## config.mk

```make
export PLATFORM = sky130hd
export DESIGN_NAME = fir_sample_writer
export DESIGN_NICKNAME = d
export VERILOG_FILES = /design/src/rtl/fir_pkg.sv /design/src/rtl/fir_sample_fifo.sv /design/src/rtl/fir_sample_writer.sv
export SDC_FILE = /design/constraint.sdc
export NUM_CORES = 1
export LEC_CHECK = 0
export CAP_MARGIN = 5
export CORE_MARGIN = 5
export CORE_UTILIZATION = 40
export DETAILED_ROUTE_END_ITERATION = 8
export SETUP_SLACK_MARGIN = 0.3
export SLEW_MARGIN = 30
export SYNTH_ARGS = -nofsm -noshare
export SYNTH_HDL_FRONTEND = slang
export SYNTH_SLANG_ARGS = --single-unit
```

## constraint.sdc

```tcl
create_clock -name Clk -period 3.22 [get_ports Clk]
set_input_delay 0.483 -clock Clk [delete_from_list [all_inputs] [get_ports Clk]]
set_output_delay 0.483 -clock Clk [all_outputs]
set_load 0.01 [all_outputs]
```

## src/rtl/fir_pkg.sv

```systemverilog
// Shared types and defaults for the FIR sample-transfer blocks.
package fir_pkg;

  typedef enum logic [1:0] {
    IDLE = 2'd0,
    SEND = 2'd1,
    HOLD = 2'd2
  } wr_state_t;

  localparam int FIR_DATA_W      = 16;
  localparam int FIR_HOLD_CYCLES = 3;

  // Bits needed for a counter that holds values 0 .. n-1 (never narrower than 1).
  function automatic int fir_cnt_w(input int n);
    return (n > 1) ? $clog2(n) : 1;
  endfunction

endpackage

```

## src/rtl/fir_sample_fifo.sv

```systemverilog
// Small synchronous FIFO feeding fir_sample_writer. Push is ignored when full,
// pop is ignored when empty; the head entry is visible combinationally.
module fir_sample_fifo
  import fir_pkg::*;
#(
  parameter int DATA_W = FIR_DATA_W,
  parameter int DEPTH  = 4
) (
  input  logic                       Clk,
  input  logic                       Reset,
  input  logic                       Push,
  input  logic                       Pop,
  input  logic signed [DATA_W-1:0]   WrData,
  output logic signed [DATA_W-1:0]   Head,
  output logic [$clog2(DEPTH+1)-1:0] Level,
  output logic                       Full,
  output logic                       Empty
);

  localparam int AW = fir_cnt_w(DEPTH);
  localparam int LW = $clog2(DEPTH+1);

  logic signed [DATA_W-1:0] mem [DEPTH];
  logic [AW-1:0]            wr_ptr;
  logic [AW-1:0]            rd_ptr;
  logic                     push_ok;
  logic                     pop_ok;

  // Occupancy update: +1 on push only, -1 on pop only, held otherwise; clamps at the ends.
  function automatic logic [LW-1:0] next_level(input logic [LW-1:0] lvl,
                                               input logic inc, input logic dec);
    if (inc && !dec)
      return (lvl == LW'(DEPTH)) ? lvl : lvl + LW'(1);
    else if (dec && !inc)
      return (lvl == '0) ? lvl : lvl - LW'(1);
    else
      return lvl;
  endfunction

  // Full is taken from the registered level, so a same-cycle pop never frees a slot for a push.
  assign Full    = (Level == LW'(DEPTH));
  assign Empty   = (Level == '0);
  assign push_ok = Push && !Full;
  assign pop_ok  = Pop && !Empty;
  assign Head    = mem[rd_ptr];

  // Sample storage; data only, so it carries no reset.
  always_ff @(posedge Clk) begin
    if (push_ok) mem[wr_ptr] <= WrData;
  end

  // Pointers wrap naturally (DEPTH is a power of two) and level tracks occupancy.
  always_ff @(posedge Clk or negedge Reset) begin
    if (!Reset) begin
      wr_ptr <= '0;
      rd_ptr <= '0;
      Level  <= '0;
    end else begin
      if (push_ok) wr_ptr <= wr_ptr + AW'(1);
      if (pop_ok)  rd_ptr <= rd_ptr + AW'(1);
      Level <= next_level(Level, push_ok, pop_ok);
    end
  end

endmodule

```

## src/rtl/fir_sample_writer.sv

```systemverilog
// Transmit side of the FIR sample handshake: buffers upstream samples and hands
// them to the counter with a StopOut request / ReadIn acknowledge, then holds
// for HOLD_CYCLES before the next request.
// Optional feature: define FIR_WR_TIMEOUT_EN to abandon a request after TIMEOUT
// unacknowledged SEND cycles, set the sticky Error flag and retry the sample.
module fir_sample_writer
  import fir_pkg::*;
#(
  parameter int DATA_W      = FIR_DATA_W,
  parameter int DEPTH       = 4,
  parameter int HOLD_CYCLES = FIR_HOLD_CYCLES,
  parameter int TIMEOUT     = 8
) (
  input  logic                       Clk,
  input  logic                       Reset,
  input  logic                       InValid,
  input  logic signed [DATA_W-1:0]   InData,
  output logic                       InReady,
  output logic                       StopOut,
  output logic signed [DATA_W-1:0]   DataOut,
  input  logic                       ReadIn,
  output logic [$clog2(DEPTH+1)-1:0] Level,
  output logic                       Busy,
  output logic                       Error
);

  localparam int            HW        = fir_cnt_w(HOLD_CYCLES);
  localparam logic [HW-1:0] HOLD_INIT = HW'(HOLD_CYCLES - 1);

  wr_state_t                state;
  logic [HW-1:0]            hold_cnt;
  logic signed [DATA_W-1:0] fifo_head;
  logic                     fifo_full;
  logic                     fifo_empty;
  logic                     fifo_pop;

`ifdef FIR_WR_TIMEOUT_EN
  localparam int            TW       = fir_cnt_w(TIMEOUT);
  localparam logic [TW-1:0] TMO_LAST = TW'(TIMEOUT - 1);
  logic [TW-1:0]            tmo_cnt;
`else
  logic unused_timeout;
  assign unused_timeout = (TIMEOUT > 0);
  assign Error          = 1'b0;
`endif

  // The sample leaves the FIFO on the same edge that sees the acknowledge.
  assign fifo_pop = (state == SEND) && ReadIn;
  assign InReady  = !fifo_full;

  fir_sample_fifo #(
    .DATA_W (DATA_W),
    .DEPTH  (DEPTH)
  ) u_fifo (
    .Clk    (Clk),
    .Reset  (Reset),
    .Push   (InValid),
    .Pop    (fifo_pop),
    .WrData (InData),
    .Head   (fifo_head),
    .Level  (Level),
    .Full   (fifo_full),
    .Empty  (fifo_empty)
  );

  // Request/acknowledge FSM with registered StopOut, DataOut, Busy and hold/timeout counters.
  always_ff @(posedge Clk or negedge Reset) begin
    if (!Reset) begin
      state    <= IDLE;
      StopOut  <= 1'b0;
      DataOut  <= '0;
      Busy     <= 1'b0;
      hold_cnt <= '0;
`ifdef FIR_WR_TIMEOUT_EN
      tmo_cnt  <= '0;
      Error    <= 1'b0;
`endif
    end else begin
      case (state)
        IDLE: begin
          if (!fifo_empty) begin
            DataOut <= fifo_head;
            StopOut <= 1'b1;
            Busy    <= 1'b1;
            state   <= SEND;
`ifdef FIR_WR_TIMEOUT_EN
            tmo_cnt <= '0;
`endif
          end
        end
        SEND: begin
          if (ReadIn) begin
            StopOut  <= 1'b0;
            hold_cnt <= HOLD_INIT;
            state    <= HOLD;
          end
`ifdef FIR_WR_TIMEOUT_EN
          else if (tmo_cnt == TMO_LAST) begin
            // Give up on this request without popping; the same head is retried after HOLD.
            Error    <= 1'b1;
            StopOut  <= 1'b0;
            hold_cnt <= HOLD_INIT;
            state    <= HOLD;
          end else begin
            tmo_cnt <= tmo_cnt + TW'(1);
          end
`endif
        end
        HOLD: begin
          if (hold_cnt != '0) begin
            hold_cnt <= hold_cnt - HW'(1);
          end else if (!ReadIn) begin
            // The counter must have released ReadIn before the next request goes out.
            if (!fifo_empty) begin
              DataOut <= fifo_head;
              StopOut <= 1'b1;
              state   <= SEND;
`ifdef FIR_WR_TIMEOUT_EN
              tmo_cnt <= '0;
`endif
            end else begin
              Busy  <= 1'b0;
              state <= IDLE;
            end
          end
        end
        default: begin
          StopOut <= 1'b0;
          Busy    <= 1'b0;
          state   <= IDLE;
        end
      endcase
    end
  end

endmodule

```

### Yosys cells after proc, flatten, opt, wreduce, memory -nomap -nowiden

Memories as Yosys holds them, arrays and structs flattened.
Cells that the tools add are included.

| word-level totals | value |
|---|---|
| bits in registers | 29 |
| memory bits (writable) | 64 |
| input bits | 20 |
| output and inout port bits | 23 |
| word-level logic and storage cells | 75 |
| memories | 1 |

| operators by class | value |
|---|---|
| add/sub/neg operators | 5 |
| equal/unequal tests | 11 |
| muxes and demuxes | 28 |
| bitwise gates (word level) | 1 |
| reductions and logical operators | 21 |

Memory list:

| name | words | width | rd ports | clocked after Yosys merged registers in | write ports | line | source |
|---|---|---|---|---|---|---|---|
| u_fifo.mem | 4 | 16 | 1 | 0 | 1 | fir_sample_fifo.sv:23 | `logic signed [DATA_W-1:0] mem [DEPTH];` |

Operators with widths:

| operator | number |
|---|---|
| $mux 16 | 3 |
| $pmux 16 s2 | 1 |
| $ne 2x2->1 const B | 7 |
| $mux 3 | 4 |
| $reduce_and 3->1 | 4 |
| $mux 1 | 11 |
| $mux 2 | 5 |
| $reduce_bool 2->1 | 4 |
| $pmux 1 s3 | 2 |
| $pmux 2 s3 | 1 |
| $logic_and 1x1->1 | 5 |
| $reduce_and 5->1 | 1 |
| $add 2x1->2 const B | 2 |
| $logic_not 1->1 | 4 |
| $pmux 2 s2 | 1 |
| $reduce_and 4->1 | 1 |
| $add 3x1->3 const B | 1 |
| $eq 3x3->1 const B | 1 |
| $logic_not 3->1 | 1 |
| $sub 3x1->3 const B | 1 |
| $eq 2x1->1 const B | 1 |
| $eq 2x2->1 const B | 1 |
| $logic_not 2->1 | 1 |
| $ne 2x1->1 const B | 1 |
| 2 further kinds | 2 |

### Longest topological paths before layout

| logic depth | value |
|---|---|
| depth after elaboration | 7 |
| depth in mapped cells | 9 |
| depth with buffers taken out | 8 |

### Modules after synthesis

A second synthesis with hierarchy kept.

| unflattened totals | value |
|---|---|
| cell total of the unflattened synthesis | 203 |
| area total of the unflattened synthesis | 3827.4 µm² |

By module, submodules not included:

| module | instances | cells each | area each (µm²) | sequential area each (µm²) |
|---|---|---|---|---|
| fir_sample_fifo | 1 | 132 | 2829.0 | 2097.0 |
| fir_sample_writer | 1 | 71 | 998.5 | 550.5 |

### Least setup slack after synthesis

Ideal clock, no wire load.

| timing | value |
|---|---|
| kind | register to register |
| start | register u_fifo.Level[2] |
| end | register u_fifo.Level[2] |
| library setup time | 0.133 ns |
| arrival | 1.919 ns |
| data required time | 3.087 ns |
| setup slack | 1.168 ns |
| stages on the path, launching flop included | 10 |
| buffers on the path | 1 |
| clock period less this slack | 2.052 ns |
| cells stage by stage | dfrtp_1 > buf_4 > nor3_2 > or3_1 > ha_1 > inv_1 > fa_1 > inv_1 > o311a_1 > a221oi_1 |

| on the way | value |
|---|---|
| cells in the longest elaborated chain, start to end | 7 |
| elaborated cells on any way between the ends | 20 |
| those cells by class | add/sub (2); eq/ne (3); mux (4); reduce/logical (11) |

RTL lines:

| element | line | source |
|---|---|---|
| start, declared | fir_sample_fifo.sv:15 | `output logic [$clog2(DEPTH+1)-1:0] Level,` |
| start signal, assigned | fir_sample_fifo.sv:61 | `Level <= next_level(Level, push_ok, pop_ok);` |
| branches (longest 7 deep; another with $sub 3x1->3) | n/a |  |

Several ways; the timed one is not identified. The select of a mux whose other input is x is not followed.
A chain may end at the register's enable or synchronous reset.

### Worst setup path in the final report

| timing | value |
|---|---|
| start | input port ReadIn |
| end | register u_fifo.Level[1] |

| on the way | value |
|---|---|
| cells in the longest elaborated chain, start to end | 6 |
| elaborated cells on any way between the ends | 10 |
| those cells by class | eq/ne (2); mux (1); reduce/logical (7) |

RTL lines:

| element | line | source |
|---|---|---|
| start, declared | fir_sample_writer.sv:21 | `input logic ReadIn,` |
| $logic_and 1x1->1 (*) | fir_sample_writer.sv:48 | `assign fifo_pop = (state == SEND) && ReadIn;` |
| $logic_and 1x1->1 (*) | fir_sample_fifo.sv:44 | `assign pop_ok = Pop && !Empty;` |
| $logic_not 1->1 | fir_sample_fifo.sv:32 | `if (inc && !dec)` |
| $logic_and 1x1->1 | fir_sample_fifo.sv:32 |  |
| $ne 2x2->1 (no line) (tied with other cells) | n/a |  |
| $reduce_and 3->1 (no line) | n/a |  |

Every way passes the cells marked *; elsewhere a longest branch is shown, timed or not.

==> summary.md <==
| Metric | Value |
|---|---|
| Vias post-DR | 1858 |
| CP Class | input port to flip-flop |
| Commonest non-fill, non-tap cells in the layout | edfxtp_1 (64), clkdlybuf4s50_1 (41), dfrtp_1 (29) |
| CP Capture Type | flip-flop |
| Starting density of the core | 0.407 |
| Grt ovf | 0 |
| Crit start category | input port |
| Post-synthesis sequential area ratio | 0.711 |
| Clk_lat worst skew | about 350 ps |
| Count of max-cap constraint violations | 0 |
| Per-cell routed wire length | around 17 um |
| Initial DRC Count | 43 |
| Family with the most delay on the worst path | adder cells |
| Total power per unit cell area | 932 nW/um^2 |
| HP Class | flip-flop to flip-flop |
| Area growth, synth to finish | 19.8% |
| Post-CTS Setup Bufs | 0 |
| Final nets | 277 |
| Residual DRC | 0 |
| Portion of netlist area occupied by mux cells | 0.148 |
| Die area | approximately 11000 um^2 |
| Clk sinks | slightly above 90 |
| CP cell instances | clkdlybuf4s50_1 > nand2_1 > or3_1 > ha_1 > inv_1 > fa_1 > nor2_1 > a21oi_1 |
| Warnings, synthesis | 0 |
| Max stage delay cell, worst path | clkdlybuf4s50_1 |
| Synth Area in Compound Gates | 0.0420 |
| Synth Register Bits | a little over 90 |
| Total CTS buffers | 9 |
| RePlAce Congestion | about 0.71 |
| Syn Area/Cell | 18.6 um^2 |
| Fin util | 0.487 |
| Maximum clock path buffer count | 2 |
| Vias in the first global route | between 1500 and 2000 |
| Final TNS setup | 0 ps |
| Cts repair resizes | 0 |
| Final setup viols | 0 |
| Post-Synthesis Net Count | 227 |
| Vias per cell | ~5 |
| Cell Area, Synth | between 3000 and 4000 um^2 |
| Fin Clk Skew | 16.8 ps |
| Least-Margin Pin Slew | ~820 ps |
| Peak supply drop | approximately 340 uV |
| Placeable Area | 9150 um^2 |
| Post-DP HPWL | approximately 4100 um |
| Period minus WS final | 2220 ps |
| Required time worst endpoint | approximately 3500 ps |
| Largest family of logic cells by synthesized area | multiplexers |
| Tcrit/Tclk final | 0.689 |
| CTS tree | built |
| Slew Limit Fails | 0 |
| Num rows | 35 |
| Final setup margin | around 1000 ps |
| Gate Count Post-Synth | 200 |
| Die outline height | 106 um |
| Pin count of the biggest net entering global routing | 30 |
| CTS H-Tree Depth | 3 |
| Post-DRT Antenna Nets | 0 |
| Initial antenna violation count | 0 |
| Antenna diodes | 0 |
| CTS Root Cell | clkbuf_8 |
| Total GRT Usage | 0.124 |
| XOR/XNOR Fraction of Synth Area | 0.00941 |
| Status | finished, final reports clean |
| Share of cells above drive strength 1 | 0.231 |
| Hold-fix buffers, CTS | 0 |
| Synth Area in Adders | 0.0255 |
| WP data arrival | about 2500 ps |
| Routed WL | about 6400 um |
| CP bufs+invs | 2 |
| DIE WIDTH | ~110 um |
| Static Leak | 1.60 nW |
| Most common cell after layout, fill and taps aside | edfxtp_1 |
| CP max stage delay | ~520 ps |
| Maximum clock rate | 451 MHz |
| Clk pin slew, worst setup/hold paths | 90 ps |
| First-pass GRT wire length | between 10000 and 15000 um |
| Hold Fails Final Rpt | 0 |
| Max_slew headroom | 0.450 |
| CP Max Fanout | 6 |
| I/O pins | 43 |
| I/O Buffers | between 40 and 50 |
| Total iterations of the first detailed-routing run | 3 |
| RSZ-0062 raised after global routing | false |
| Post-Place Setup Slack | between 600 and 700 ps |
| Synth unique cells | 40 |
| Post-Synth Simple-Gate Area | 0.0360 |
area by class of cell:
class                           instances  area (um^2)
Tap cell                              111          139
Clock buffer                           12          145
Clock inverter                          4         55.1
Sequential cell                        93         2650
Inverter                                9         33.8
Multi-Input combinational cell         89          976
Fill cell                             779         4690
Timing Repair Buffer                   48          463
stage by stage:
step           std cells  power (mW)  hold slack, ps  instance area, um^2
6_report             366        4.16             511                 4460
5_1_grt              366        4.45             530                 4460
4_1_cts              366        4.23             515                 4460
3_5_place_dp         350        3.44             496                 4260
3_3_place_gp         350        3.41             490                 4260
2_1_floorplan        200        2.89             187                 3720
path summary, 6_finish.rpt:
| kind | start | end | cells after the start | slack [ps] |
|---|---|---|---|---|
| worst max-delay path | ReadIn | u_fifo.Level[1]$_DFFE_PN0P_ | 8 | 1000 |
| worst min-delay path | DataOut[0]$_DFFE_PN0P_ | DataOut[0]$_DFFE_PN0P_ | 1 | 510 |
| worst max register to register | u_fifo.Level[0]$_DFFE_PN0P_ | u_fifo.Level[2]$_DFFE_PN0P_ | 6 | 1020 |
| worst min register to register | DataOut[0]$_DFFE_PN0P_ | DataOut[0]$_DFFE_PN0P_ | 1 | 510 |
| max in group asynchronous | Reset | DataOut[8]$_DFFE_PN0P_ | 2 | 2370 |
| min in group asynchronous | Reset | DataOut[2]$_DFFE_PN0P_ | 2 | 530 |
cells in the mapped netlist:
master,count,area [um^2]
dfrtp_1,29,726
buf_2,1,5.00
nand2_1,4,15.0
a211oi_4,1,20.0
nor3b_1,1,7.51
a21oi_1,5,25.0
buf_6,3,33.8
a21boi_2,1,11.3
fa_1,1,20.0
o21bai_1,1,7.51
a221oi_1,1,8.76
nor4b_1,1,8.76
mux2_2,17,191
clkbuf_2,1,5.00
o22ai_1,1,6.26
nand2b_1,1,6.26
buf_4,2,15.0
inv_1,9,33.8
nand2b_4,1,13.8
a211oi_1,1,7.51
o21ai_0,4,20.0
nor3_2,1,10.0
o211ai_1,1,7.51
xor2_1,2,17.5
ha_1,6,75.1
mux4_2,16,360
nand3_1,1,5.00
o221ai_1,1,8.76
a31oi_1,1,6.26
and2_1,4,25.0
conb_1,1,3.75
or3_1,2,12.5
clkbuf_1,2,7.51
o311a_1,1,10.0
nor2_1,6,22.5
o21ba_2,1,10.0
edfxtp_1,64,1920
nand3b_1,1,7.51
a21o_1,1,7.51
xnor2_1,2,17.5
logic make-up after synthesis:
| group | after synthesis |
|---|---|
| flip-flops | 93 |
| multiplexers | 33 |
| XOR/XNOR | 4 |
| AO/OA/AOI/OAI | 21 |
| adder cells (fa/ha/maj) | 7 |
| other | 1 |
| buffers and inverters | 18 |
| AND/OR/NAND/NOR | 23 |
registers in the layout, summed over array words and instances (netlist names):
signal,flops
u_fifo.Level,3
DataOut,16
hold_cnt,2
StopOut,1
u_fifo.mem,64
state,2
Busy,1
u_fifo.wr_ptr,2
u_fifo.rd_ptr,2
where the power goes:
| part | internal, mW | total (mW) | switching, mW |
|---|---|---|---|
| clock network | 0.386 | 0.778 | 0.393 |
| logic | 0.851 | 1.47 | 0.620 |
| registers | 1.65 | 1.91 | 0.257 |
worst reg2reg max path: stages, from the launching register on:
cell and delay (ps):
dfrtp_1 510, nor2_1 160, a21boi_2 340, ha_1 330
inv_1 80, fa_1 390, a221oi_1 280
layer usage:
metal / GRT usage / vias up / routed length (um)
met5: 0 / - / 0
met4: 0.0521 / 0 / 70
met3: 0.0298 / 8 / 224
met2: 0.189 / 30 / 3060
met1: 0.173 / 957 / 3030
li1: - / 863 / -
Power figures use the tool's default switching activity.
